## src/rtl/mem_arb_pkg.sv

```systemverilog
// Shared types and default geometry for the two-port block-memory arbiter.
package mem_arb_pkg;

  localparam int unsigned ADDR_W_DEF = 10;
  localparam int unsigned DATA_W_DEF = 128;

  typedef enum logic [1:0] {
    IDLE    = 2'd0,
    BUSY    = 2'd1,
    RELEASE = 2'd2
  } arb_state_e;

endpackage

```

## src/rtl/mem_arbiter_if.sv

```systemverilog
// Bus bundle between the I-cache/D-cache block ports, the arbiter and the shared memory.
interface mem_arbiter_if
  import mem_arb_pkg::*;
#(
  parameter int unsigned ADDR_W = ADDR_W_DEF,
  parameter int unsigned DATA_W = DATA_W_DEF
) ();

  logic              m0_valid;
  logic              m0_rw;
  logic [ADDR_W-1:0] m0_addr;
  logic [DATA_W-1:0] m0_din;
  logic [DATA_W-1:0] m0_dout;
  logic              m0_ready;

  logic              m1_valid;
  logic              m1_rw;
  logic [ADDR_W-1:0] m1_addr;
  logic [DATA_W-1:0] m1_din;
  logic [DATA_W-1:0] m1_dout;
  logic              m1_ready;

  logic              mem_valid;
  logic              mem_rw;
  logic [ADDR_W-1:0] mem_addr;
  logic [DATA_W-1:0] mem_din;
  logic [DATA_W-1:0] mem_dout;
  logic              mem_ready;

  // slave: the arbiter's view; master: the requesters plus the memory
  modport slave (
    input  m0_valid, m0_rw, m0_addr, m0_din,
    output m0_dout, m0_ready,
    input  m1_valid, m1_rw, m1_addr, m1_din,
    output m1_dout, m1_ready,
    output mem_valid, mem_rw, mem_addr, mem_din,
    input  mem_dout, mem_ready
  );

  modport master (
    output m0_valid, m0_rw, m0_addr, m0_din,
    input  m0_dout, m0_ready,
    output m1_valid, m1_rw, m1_addr, m1_din,
    input  m1_dout, m1_ready,
    input  mem_valid, mem_rw, mem_addr, mem_din,
    output mem_dout, mem_ready
  );

endinterface

```

## src/rtl/mem_arb_rr.sv

```systemverilog
// Two-way round-robin pick: a lone requester wins outright, a tie goes to the one not granted last.
module mem_arb_rr (
  input  logic v0_i,
  input  logic v1_i,
  input  logic last_grant_i,
  output logic grant_o,
  output logic any_valid_o
);

  always_comb begin
    any_valid_o = v0_i | v1_i;
    if (v0_i && v1_i) begin
      grant_o = ~last_grant_i;
    end else begin
      grant_o = v1_i;
    end
  end

endmodule

```

## src/rtl/mem_arbiter.sv

```systemverilog
// Arbitrates the I-cache (m0) and D-cache (m1) block ports onto one shared block memory,
// one transfer at a time, with a quiet RELEASE cycle between transfers.
module mem_arbiter
  import mem_arb_pkg::*;
#(
  parameter int unsigned ADDR_W = ADDR_W_DEF,
  parameter int unsigned DATA_W = DATA_W_DEF
) (
  input  logic         cpu_clk,
  input  logic         cpu_rst,
  mem_arbiter_if.slave bus,
  output logic [31:0]  conflict_cnt,
  output logic [31:0]  grant0_cnt,
  output logic [31:0]  grant1_cnt
);

  arb_state_e        state_q;
  logic              owner_q;
  logic              last_grant_q;
  logic              mem_valid_q;
  logic              rw_q;
  logic [ADDR_W-1:0] addr_q;
  logic [DATA_W-1:0] din_q;
  logic [31:0]       conflict_q;
  logic [31:0]       grant0_q;
  logic [31:0]       grant1_q;

  logic grant;
  logic any_valid;
  logic done;
  logic rdy0;
  logic rdy1;

  mem_arb_rr u_rr (
    .v0_i         (bus.m0_valid),
    .v1_i         (bus.m1_valid),
    .last_grant_i (last_grant_q),
    .grant_o      (grant),
    .any_valid_o  (any_valid)
  );

  // Ready is combinational on mem_ready so the owner sees it in the same cycle.
  assign done = (state_q == BUSY) && bus.mem_ready;
  assign rdy0 = done && !owner_q;
  assign rdy1 = done &&  owner_q;

  always_ff @(posedge cpu_clk or posedge cpu_rst) begin
    if (cpu_rst) begin
      state_q      <= IDLE;
      owner_q      <= 1'b0;
      last_grant_q <= 1'b1;
      mem_valid_q  <= 1'b0;
      rw_q         <= 1'b0;
      addr_q       <= '0;
      din_q        <= '0;
      conflict_q   <= '0;
      grant0_q     <= '0;
      grant1_q     <= '0;
    end else begin
      case (state_q)
        IDLE: begin
          if (bus.m0_valid && bus.m1_valid) begin
            conflict_q <= conflict_q + 32'd1;
          end
          if (any_valid) begin
            owner_q      <= grant;
            last_grant_q <= grant;
            rw_q         <= grant ? bus.m1_rw   : bus.m0_rw;
            addr_q       <= grant ? bus.m1_addr : bus.m0_addr;
            din_q        <= grant ? bus.m1_din  : bus.m0_din;
            mem_valid_q  <= 1'b1;
            state_q      <= BUSY;
          end
        end
        BUSY: begin
          if (bus.mem_ready) begin
            if (owner_q) begin
              grant1_q <= grant1_q + 32'd1;
            end else begin
              grant0_q <= grant0_q + 32'd1;
            end
            mem_valid_q <= 1'b0;
            state_q     <= RELEASE;
          end
        end
        RELEASE: state_q <= IDLE;
        default: state_q <= IDLE;
      endcase
    end
  end

  assign bus.mem_valid = mem_valid_q;
  assign bus.mem_rw    = rw_q;
  assign bus.mem_addr  = addr_q;
  assign bus.mem_din   = din_q;

  assign bus.m0_ready  = rdy0;
  assign bus.m1_ready  = rdy1;
  assign bus.m0_dout   = rdy0 ? bus.mem_dout : '0;
  assign bus.m1_dout   = rdy1 ? bus.mem_dout : '0;

  assign conflict_cnt  = conflict_q;
  assign grant0_cnt    = grant0_q;
  assign grant1_cnt    = grant1_q;

endmodule
```

## src/flat_wrapper.sv

```systemverilog
// flat-port wrapper written by rule: the top's interface ports become plain ports
module mem_arbiter_flat import mem_arb_pkg::*;
#(
  parameter int unsigned ADDR_W = ADDR_W_DEF,
  parameter int unsigned DATA_W = DATA_W_DEF
)
  (cpu_clk, cpu_rst, conflict_cnt, grant0_cnt, grant1_cnt, bus_m0_valid, bus_m0_rw, bus_m0_addr, bus_m0_din, bus_m0_dout, bus_m0_ready, bus_m1_valid, bus_m1_rw, bus_m1_addr, bus_m1_din, bus_m1_dout, bus_m1_ready, bus_mem_valid, bus_mem_rw, bus_mem_addr, bus_mem_din, bus_mem_dout, bus_mem_ready);
  mem_arbiter_if #(.ADDR_W(ADDR_W), .DATA_W(DATA_W)) bus_i ();
  input  logic cpu_clk;
  input  logic cpu_rst;
  output logic [31:0] conflict_cnt;
  output logic [31:0] grant0_cnt;
  output logic [31:0] grant1_cnt;
  input wire logic [$bits(bus_i.m0_valid)-1:0] bus_m0_valid;
  input wire logic [$bits(bus_i.m0_rw)-1:0] bus_m0_rw;
  input wire logic [$bits(bus_i.m0_addr)-1:0] bus_m0_addr;
  input wire logic [$bits(bus_i.m0_din)-1:0] bus_m0_din;
  output wire logic [$bits(bus_i.m0_dout)-1:0] bus_m0_dout;
  output wire logic [$bits(bus_i.m0_ready)-1:0] bus_m0_ready;
  input wire logic [$bits(bus_i.m1_valid)-1:0] bus_m1_valid;
  input wire logic [$bits(bus_i.m1_rw)-1:0] bus_m1_rw;
  input wire logic [$bits(bus_i.m1_addr)-1:0] bus_m1_addr;
  input wire logic [$bits(bus_i.m1_din)-1:0] bus_m1_din;
  output wire logic [$bits(bus_i.m1_dout)-1:0] bus_m1_dout;
  output wire logic [$bits(bus_i.m1_ready)-1:0] bus_m1_ready;
  output wire logic [$bits(bus_i.mem_valid)-1:0] bus_mem_valid;
  output wire logic [$bits(bus_i.mem_rw)-1:0] bus_mem_rw;
  output wire logic [$bits(bus_i.mem_addr)-1:0] bus_mem_addr;
  output wire logic [$bits(bus_i.mem_din)-1:0] bus_mem_din;
  input wire logic [$bits(bus_i.mem_dout)-1:0] bus_mem_dout;
  input wire logic [$bits(bus_i.mem_ready)-1:0] bus_mem_ready;
  assign bus_i.m0_valid = bus_m0_valid;
  assign bus_i.m0_rw = bus_m0_rw;
  assign bus_i.m0_addr = bus_m0_addr;
  assign bus_i.m0_din = bus_m0_din;
  assign bus_m0_dout = bus_i.m0_dout;
  assign bus_m0_ready = bus_i.m0_ready;
  assign bus_i.m1_valid = bus_m1_valid;
  assign bus_i.m1_rw = bus_m1_rw;
  assign bus_i.m1_addr = bus_m1_addr;
  assign bus_i.m1_din = bus_m1_din;
  assign bus_m1_dout = bus_i.m1_dout;
  assign bus_m1_ready = bus_i.m1_ready;
  assign bus_mem_valid = bus_i.mem_valid;
  assign bus_mem_rw = bus_i.mem_rw;
  assign bus_mem_addr = bus_i.mem_addr;
  assign bus_mem_din = bus_i.mem_din;
  assign bus_i.mem_dout = bus_mem_dout;
  assign bus_i.mem_ready = bus_mem_ready;
  mem_arbiter #(.ADDR_W(ADDR_W), .DATA_W(DATA_W)) u_core (.cpu_clk(cpu_clk), .cpu_rst(cpu_rst), .bus(bus_i), .conflict_cnt(conflict_cnt), .grant0_cnt(grant0_cnt), .grant1_cnt(grant1_cnt));
endmodule
```

## config.mk

```make
export PLATFORM = sky130hd
export DESIGN_NAME = mem_arbiter_flat
export DESIGN_NICKNAME = d
export VERILOG_FILES = /design/src/rtl/mem_arb_pkg.sv /design/src/rtl/mem_arbiter_if.sv /design/src/rtl/mem_arb_rr.sv /design/src/rtl/mem_arbiter.sv /design/src/flat_wrapper.sv
export SDC_FILE = /design/constraint.sdc
export NUM_CORES = 1
export LEC_CHECK = 0
export CAP_MARGIN = 20
export CORE_AREA = 2 2 354 356
export CTS_CLUSTER_DIAMETER = 80
export CTS_CLUSTER_SIZE = 14
export DETAILED_ROUTE_END_ITERATION = 8
export DIE_AREA = 0 0 356 358
export GPL_TIMING_DRIVEN = 1
export PLACE_DENSITY = 0.3
export SLEW_MARGIN = 30
export SYNTH_ARGS = -nofsm -noshare
export SYNTH_HDL_FRONTEND = slang
export SYNTH_SLANG_ARGS = --single-unit
```

## constraint.sdc

```tcl
create_clock -name cpu_clk -period 10.5 [get_ports cpu_clk]
set_clock_uncertainty 0.1 [all_clocks]
set_input_delay 2.1 -clock cpu_clk [delete_from_list [all_inputs] [get_ports cpu_clk]]
set_output_delay 2.1 -clock cpu_clk [all_outputs]
set_load 0.1 [all_outputs]
```

==> results of run 1 <==
## per-layer routing
metal,global-route usage [%],wire length [microns]
met5,0,46
met3,3.38,5780
met4,2.19,1420
met2,23.0,43400
met1,12.9,29500
## cell usage after synthesis, types with 4 or more instances
| library cell | instances | area, sq um |
|---|---|---|
| dfrtp_1 | 239 | 5980 |
| nand3_1 | 28 | 140 |
| and3_1 | 12 | 75.1 |
| and2_1 | 258 | 1610 |
| mux2i_1 | 139 | 1390 |
| nand2_1 | 175 | 657 |
| xor2_1 | 31 | 272 |
| o21ai_0 | 141 | 706 |
| and4_1 | 7 | 61.3 |
| nor3_1 | 5 | 25.0 |
| xnor2_1 | 62 | 543 |
| inv_1 | 5 | 18.8 |
| buf_1 | 4 | 15.0 |
| nand4_1 | 29 | 181 |
| buf_2 | 11 | 55.1 |
| nor2_1 | 23 | 86.3 |
| clkbuf_1 | 63 | 236 |
## kinds of logic (layout without fill, tap and decap cells)
logic type	Yosys count	in the layout
xor+xnor	93	93
other cells	0	1
compound gates	145	145
buf+inv	84	974
flops	240	240
mux	142	142
simple gates	561	561
fa+ha+maj	3	3
## power groups by stage
stage	logic (uW)	registers [uW]	clock network (uW)
after floorplan	1550	3490	0
after global placement	5040	1430	0
after detailed placement	4920	1440	0
after CTS	4930	1420	1190
after global routing	5040	1460	1220
final	4850	1410	1120
## flip-flops by register name, indices dropped and copies added, names as in the netlist
name / flops
u_core.owner_q: 1
u_core.bus.mem_valid: 1
u_core.grant0_cnt: 32
u_core.bus.mem_addr: 10
u_core.conflict_cnt: 32
u_core.grant1_cnt: 32
u_core.state_q: 2
u_core.last_grant_q: 1
u_core.bus.mem_din: 128
u_core.bus.mem_rw: 1
## cell type report
type	count	share of cell area [%]
multi-input cells	944	26.0
diodes	1	0.0106
clock inverters	19	1.01
flip-flops and latches	240	25.4
inverters	5	0.132
repair buffers	915	35.3
clock buffers	35	3.43
well taps	1637	8.68
## stage by stage
step / hold WS [ps] / power, uW / util (%) / worst slack (ps)
finish: 373 / 7390 / 19.1 / 2750
global route: 402 / 7720 / 19.1 / 2540
CTS: 381 / 7540 / 19.1 / 2720
detailed placement: 365 / 6360 / 18.3 / 2750
global placement: 363 / 6470 / 18.9 / 2830
floorplan: 403 / 5040 / - / 1710
## worst register-to-register path, stage by stage, from the launching register on
cell and delay (ps):
dfstp_2 390, a21boi_4 150, buf_4 680, buf_4 750, mux2i_1 670, o21ai_0 160
## final timing paths
check	slack [ps]	end	cells after the start
max	2750	bus_m0_dout[3]	6
min	370	u_core.bus.mem_din[26]	2
max reg2reg	7430	u_core.bus.mem_din[40]	5
min reg2reg	370	u_core.bus.mem_din[26]	2
max in group asynchronous	7040	u_core.bus.mem_din[8]	3
min in group asynchronous	1910	u_core.bus.mem_din[49]	2
## layout by cell type, fill, tap and decap left out, drive strengths merged
cell type      synthesis  routed
a21oi                  1       1
or4                    3       3
a22o                   1       1
a21boi                 1       1
clkbuf                63      35
inv                    5      16
clkinvlp               0       1
nand2                175     175
nor3                   5       5
and4b                  1       1
nand3                 28      28
and4                   7       7
nor4b                  2       2
xor2                  31      31
clkdlybuf4s50          0     731
mux2                   3       3
and2                 258     258
or2                    1       1
dfrtp                239     239
ha                     3       3
nand2b                 3       3
and3                  12      12
or3                    2       2
mux2i                139     139
nor2                  23      23
clkinv                 0       6
nor4                   5       5
diode                  0       1
nand3b                 1       1
nor2b                  1       1
a31oi                  1       1
o21ai                141     141
nor4bb                 2       2
nand4                 30      30
xnor2                 62      62
dfstp                  1       1
nand4b                 1       1
nor3b                  1       1
bufinv                 0       1
buf                   16     184
==> impl_metrics.yaml, run 1 <==
pwr:
  clockPowerShare_pct: 15.2
  total_leakage_power_uw: 0.00990
  cellInternalPower_uw: 2790
  power.density_mw_per_mm2: 313
  p_comb_share_pct: 65.6
  power_frac_seq_pct: 19.1
  power.switching_uw: 4600
  ir_drop_uv: 158
  switching_share_pct: 62.3
yosys:
  yosysWarnings: 0
  synth-seq-cells: 240
  muxShareOfSynthArea_pct: 11.5
  syn_avg_cell_area_sq_um: 9.80
  synthArstFlopShare_pct: 100
  syn_area_sq_mm: 0.0124
  synthXorXnorAreaFrac_pct: 6.55
  synth_fa_ha_area_share_pct: 0.302
  ys_seq_area_share_pct: 48.3
  synth_compound_area_share_pct: 5.90
  synth.distinct_cells: 42
  synth_top_family_by_area: "simple AND/OR/NAND/NOR gates"
  synthSimpleGateAreaFrac_pct: 24.8
  synth_edf_count: 0
  syn_inst: 1268
  synthesis.nets: 1682
  synth_top_flop_cell: "dfrtp_1"
flow_run:
  max_cap_viol_count: 0
final_layout:
  drive_gt1_share_pct: 11.9
  regArea_sq_mm: 0.00601
  multi_input_area_sq_mm: 0.00614
  final_cells: 3796
  final.fill_count: 13800
  final_area_sq_mm: 0.0236
  final_nets: 2551
  syn_to_final_growth_pct: 90.0
routing:
  vias: 12600
  drc_errors: 0
  drtAntennaViolNets: 0
  avgViaCountPerCell: 3.33
  drt_pre_antenna_iters: 4
  wl_per_cell_microns: 21.1
  drt_wl_total_microns: 80200
  drt_iter0_drc: 434
clock_network:
  cts_resized: 0
  root_buffer: "clkbuf_16"
  insertion_delay_ps: 640
  hold_buffers: 0
  cts_buffers: 31
  htreeDepth: 1
  cts.sink_count: 240
  clkSlewWorstSetupHoldPaths_ps: 60
  clk_path_buf_depth: 3
  cts_tree: "built"
  cts_setup_buffers: 0
critical_path:
  cp_data_arrival_time_ps: 5550
  worstSetupEndpointType: "output pin"
  path_buf_inv: 4
  crit_start: "bus_mem_ready"
  cp.required_ps: 8300
  max_stage_delay_ps: 1140
  critPathSlowestCell: "clkdlybuf4s50_1"
  cp_cell_sequence: "clkdlybuf4s50_1, nor4bb_4, buf_4, buf_4, and2_1, clkdlybuf4s50_1"
  critPathLaunchType: "input port"
  crit_type: "input port to output pin"
  cp_max_fo: 69
  cp_top_family: "buffers and inverters"
  r2r_start: "u_core.last_grant_q"
timing:
  tns_ps: 0
  rsz0062_at_grt: "no"
  slew_headroom_pct: 29.8
  hold_viol_final: 0
  tightest_slew_ps: 1050
  maxSlewViolCount: 0
  setup_viol: 0
  min_period_over_period_pct: 73.8
  max_freq_ghz: 0.129
  period_minus_slack_ps: 7750
grt:
  grt_pass1_vias: 13300
  antenna_found_initial: 28
  grt_pass1_wl_microns: 108000
  track_usage_pct: 11.9
  grt_max_degree: 189
  gr-total-overflow: 0
placement:
  place_congestion: 0.872
  hpwlAfterDp_microns: 66800
  placed_area_sq_mm: 0.0226
  placed_cells: 3740
  port_buffers: 904
outcome:
  status: "completed"
worst_hold_path:
  hp-start: "u_core.bus.mem_din[26]"
  hp-class: "flop to flop"
floorplanning:
  die_w_microns: 356
  initial_core_util_pct: 10.1
  die_h_microns: 358
  core_sq_mm: 0.123
  fp-row-count: 129
  io_pins: 905
  die_area_sq_mm: 0.127
Note: power is estimated with default switching activity, not from simulation.
==> run 2, diff against run 1 <==
Clock period 10.5 ns to 7.75 ns, I/O delays scaled along.
==> impl_metrics.yaml, run 2 (synthesis gave the netlist of run 1 again) <==
routing:
  drt_pre_antenna_iters: 4
  drt_wl_total_microns: 80200
  drc_errors: 0
  avgViaCountPerCell: 3.29
  drt_iter0_drc: 423
  wl_per_cell_microns: 21.1
  vias: 12500
  drtAntennaViolNets: 0
timing:
  hold_viol_final: 0
  tightest_slew_ps: 1040
  slew_headroom_pct: 30.5
  tns_ps: 0
  setup_viol: 0
  rsz0062_at_grt: "no"
  min_period_over_period_pct: 81.3
  max_freq_ghz: 0.159
  period_minus_slack_ps: 6300
  maxSlewViolCount: 0
placement:
  port_buffers: 904
  hpwlAfterDp_microns: 66300
  placed_cells: 3742
  place_congestion: 0.879
worst_hold_path:
  hp-class: "flop to flop"
clock_network:
  cts_setup_buffers: 0
  cts_resized: 0
  cts_tree: "built"
  root_buffer: "clkbuf_16"
  clkSlewWorstSetupHoldPaths_ps: 50
  cts.sink_count: 240
  cts_buffers: 34
  hold_buffers: 0
  insertion_delay_ps: 560
  clk_path_buf_depth: 3
  htreeDepth: 2
critical_path:
  cp_top_family: "buffers and inverters"
  cp.required_ps: 6100
  worstSetupEndpointType: "output pin"
  cp_cell_sequence: "clkdlybuf4s50_1, and4b_4, buf_4, and2_1, clkdlybuf4s50_1"
  critPathSlowestCell: "clkdlybuf4s50_1"
  cp_data_arrival_time_ps: 4650
  crit_top_cell: "clkdlybuf4s50_1"
  max_stage_delay_ps: 1140
  path_buf_inv: 3
  cp_max_fo: 55
  critPathLaunchType: "input port"
  crit_type: "input port to output pin"
final_layout:
  drive_gt1_share_pct: 11.8
  final_nets: 2555
  mostFrequentLayoutCell: "clkdlybuf4s50_1"
  final_cells: 3808
  final_cell_mix: "738 x clkdlybuf4s50_1, 258 x and2_1, 239 x dfrtp_1"
  largest_reg_flops: 128
  syn_to_final_growth_pct: 92.6
  final.fill_count: 13700
outcome:
  status: "completed"
flow_run:
  max_cap_viol_count: 0
floorplanning:
  initial_core_util_pct: 10.1
  die_area_sq_mm: 0.127
  io_pins: 905
  fp-row-count: 129
  die_w_microns: 356
  core_sq_mm: 0.123
  die_h_microns: 358
grt:
  track_usage_pct: 11.9
  grt_pass1_vias: 13300
  antenna_found_initial: 28
  gr-total-overflow: 0
  grt_pass1_wl_microns: 107000
  grt_max_degree: 167
pwr:
  total_leakage_power_uw: 0.00999
  power.density_mw_per_mm2: 427
  ir_drop_uv: 215
## run 2: changes by cell type in the layout (fill, tap and decap cells not counted), moves of 3 or more
| cell | before | now |
|---|---|---|
| buf_12 | 3 | 8 |
| buf_2 | 162 | 140 |
| buf_4 | 19 | 26 |
| clkbuf_16 | 31 | 35 |
| clkdlybuf4s50_1 | 731 | 738 |
| clkinv_8 | 4 | 7 |
| diode_2 | 1 | 5 |
## run 2: worst paths after layout
check	slack, ps	depth (start not counted)	startpoint	to
worst max-delay path	1450	5	bus_mem_ready	bus_m1_dout[55]
worst min-delay path	370	2	u_core.bus.mem_din[85]	u_core.bus.mem_din[85]
worst max register to register	4940	5	u_core.state_q[1]	u_core.grant1_cnt[31]
worst min register to register	370	2	u_core.bus.mem_din[85]	u_core.bus.mem_din[85]
max in group asynchronous	4970	4	cpu_rst	u_core.bus.mem_din[22]
min in group asynchronous	1260	2	cpu_rst	u_core.conflict_cnt[23]
## run 2: tightest hold or removal path: stages, from the launching register on
cell and delay (ps):
dfrtp_1 330, nand2_1 40, o21ai_0 50
## run 2: final cells by class
cell class                      count  area (sq um)  area share (%)
Clock inverter                     20           293            1.22
Sequential cell                   240          6010            25.1
Clock buffer                       41           918            3.84
Inverter                            5          22.5          0.0941
Tap cell                         1637          2050            8.56
Timing Repair Buffer              916          8490            35.5
Antenna cell                        5          12.5          0.0523
Multi-Input combinational cell    944          6140            25.7
## run 2: per-layer routing
layer | vias to the layer above | track usage (%) | wire length, microns
li1 | 6004 | - | -
met1 | 5901 | 11.8 | 27600
met2 | 535 | 23.5 | 44300
met3 | 95 | 3.87 | 6410
met4 | 2 | 3.16 | 1800
met5 | - | 0 | 9
## run 2: where the power goes
part           switching (uW)  leakage, uW  internal [uW]  total, uW
Clock                     722     0.000582            984       1710
Sequential                262      0.00308           1660       1920
Combinational            5260      0.00632           1330       6580
Total                    6240      0.00999           3970      10200
## run 2: metrics by stage
| step | instance area [sq um] | utilization, % | worst slack, ps | hold WS [ps] | power [uW] |
|---|---|---|---|---|---|
| floorplan | 12400 | - | 1950 | 403 | 6820 |
| global placement | 23400 | 18.9 | 1500 | 364 | 8770 |
| detailed placement | 22800 | 18.5 | 1450 | 365 | 8640 |
| CTS | 24000 | 19.4 | 1440 | 378 | 10400 |
| global route | 23900 | 19.4 | 1270 | 390 | 10700 |
| finish | 23900 | 19.4 | 1450 | 368 | 10200 |
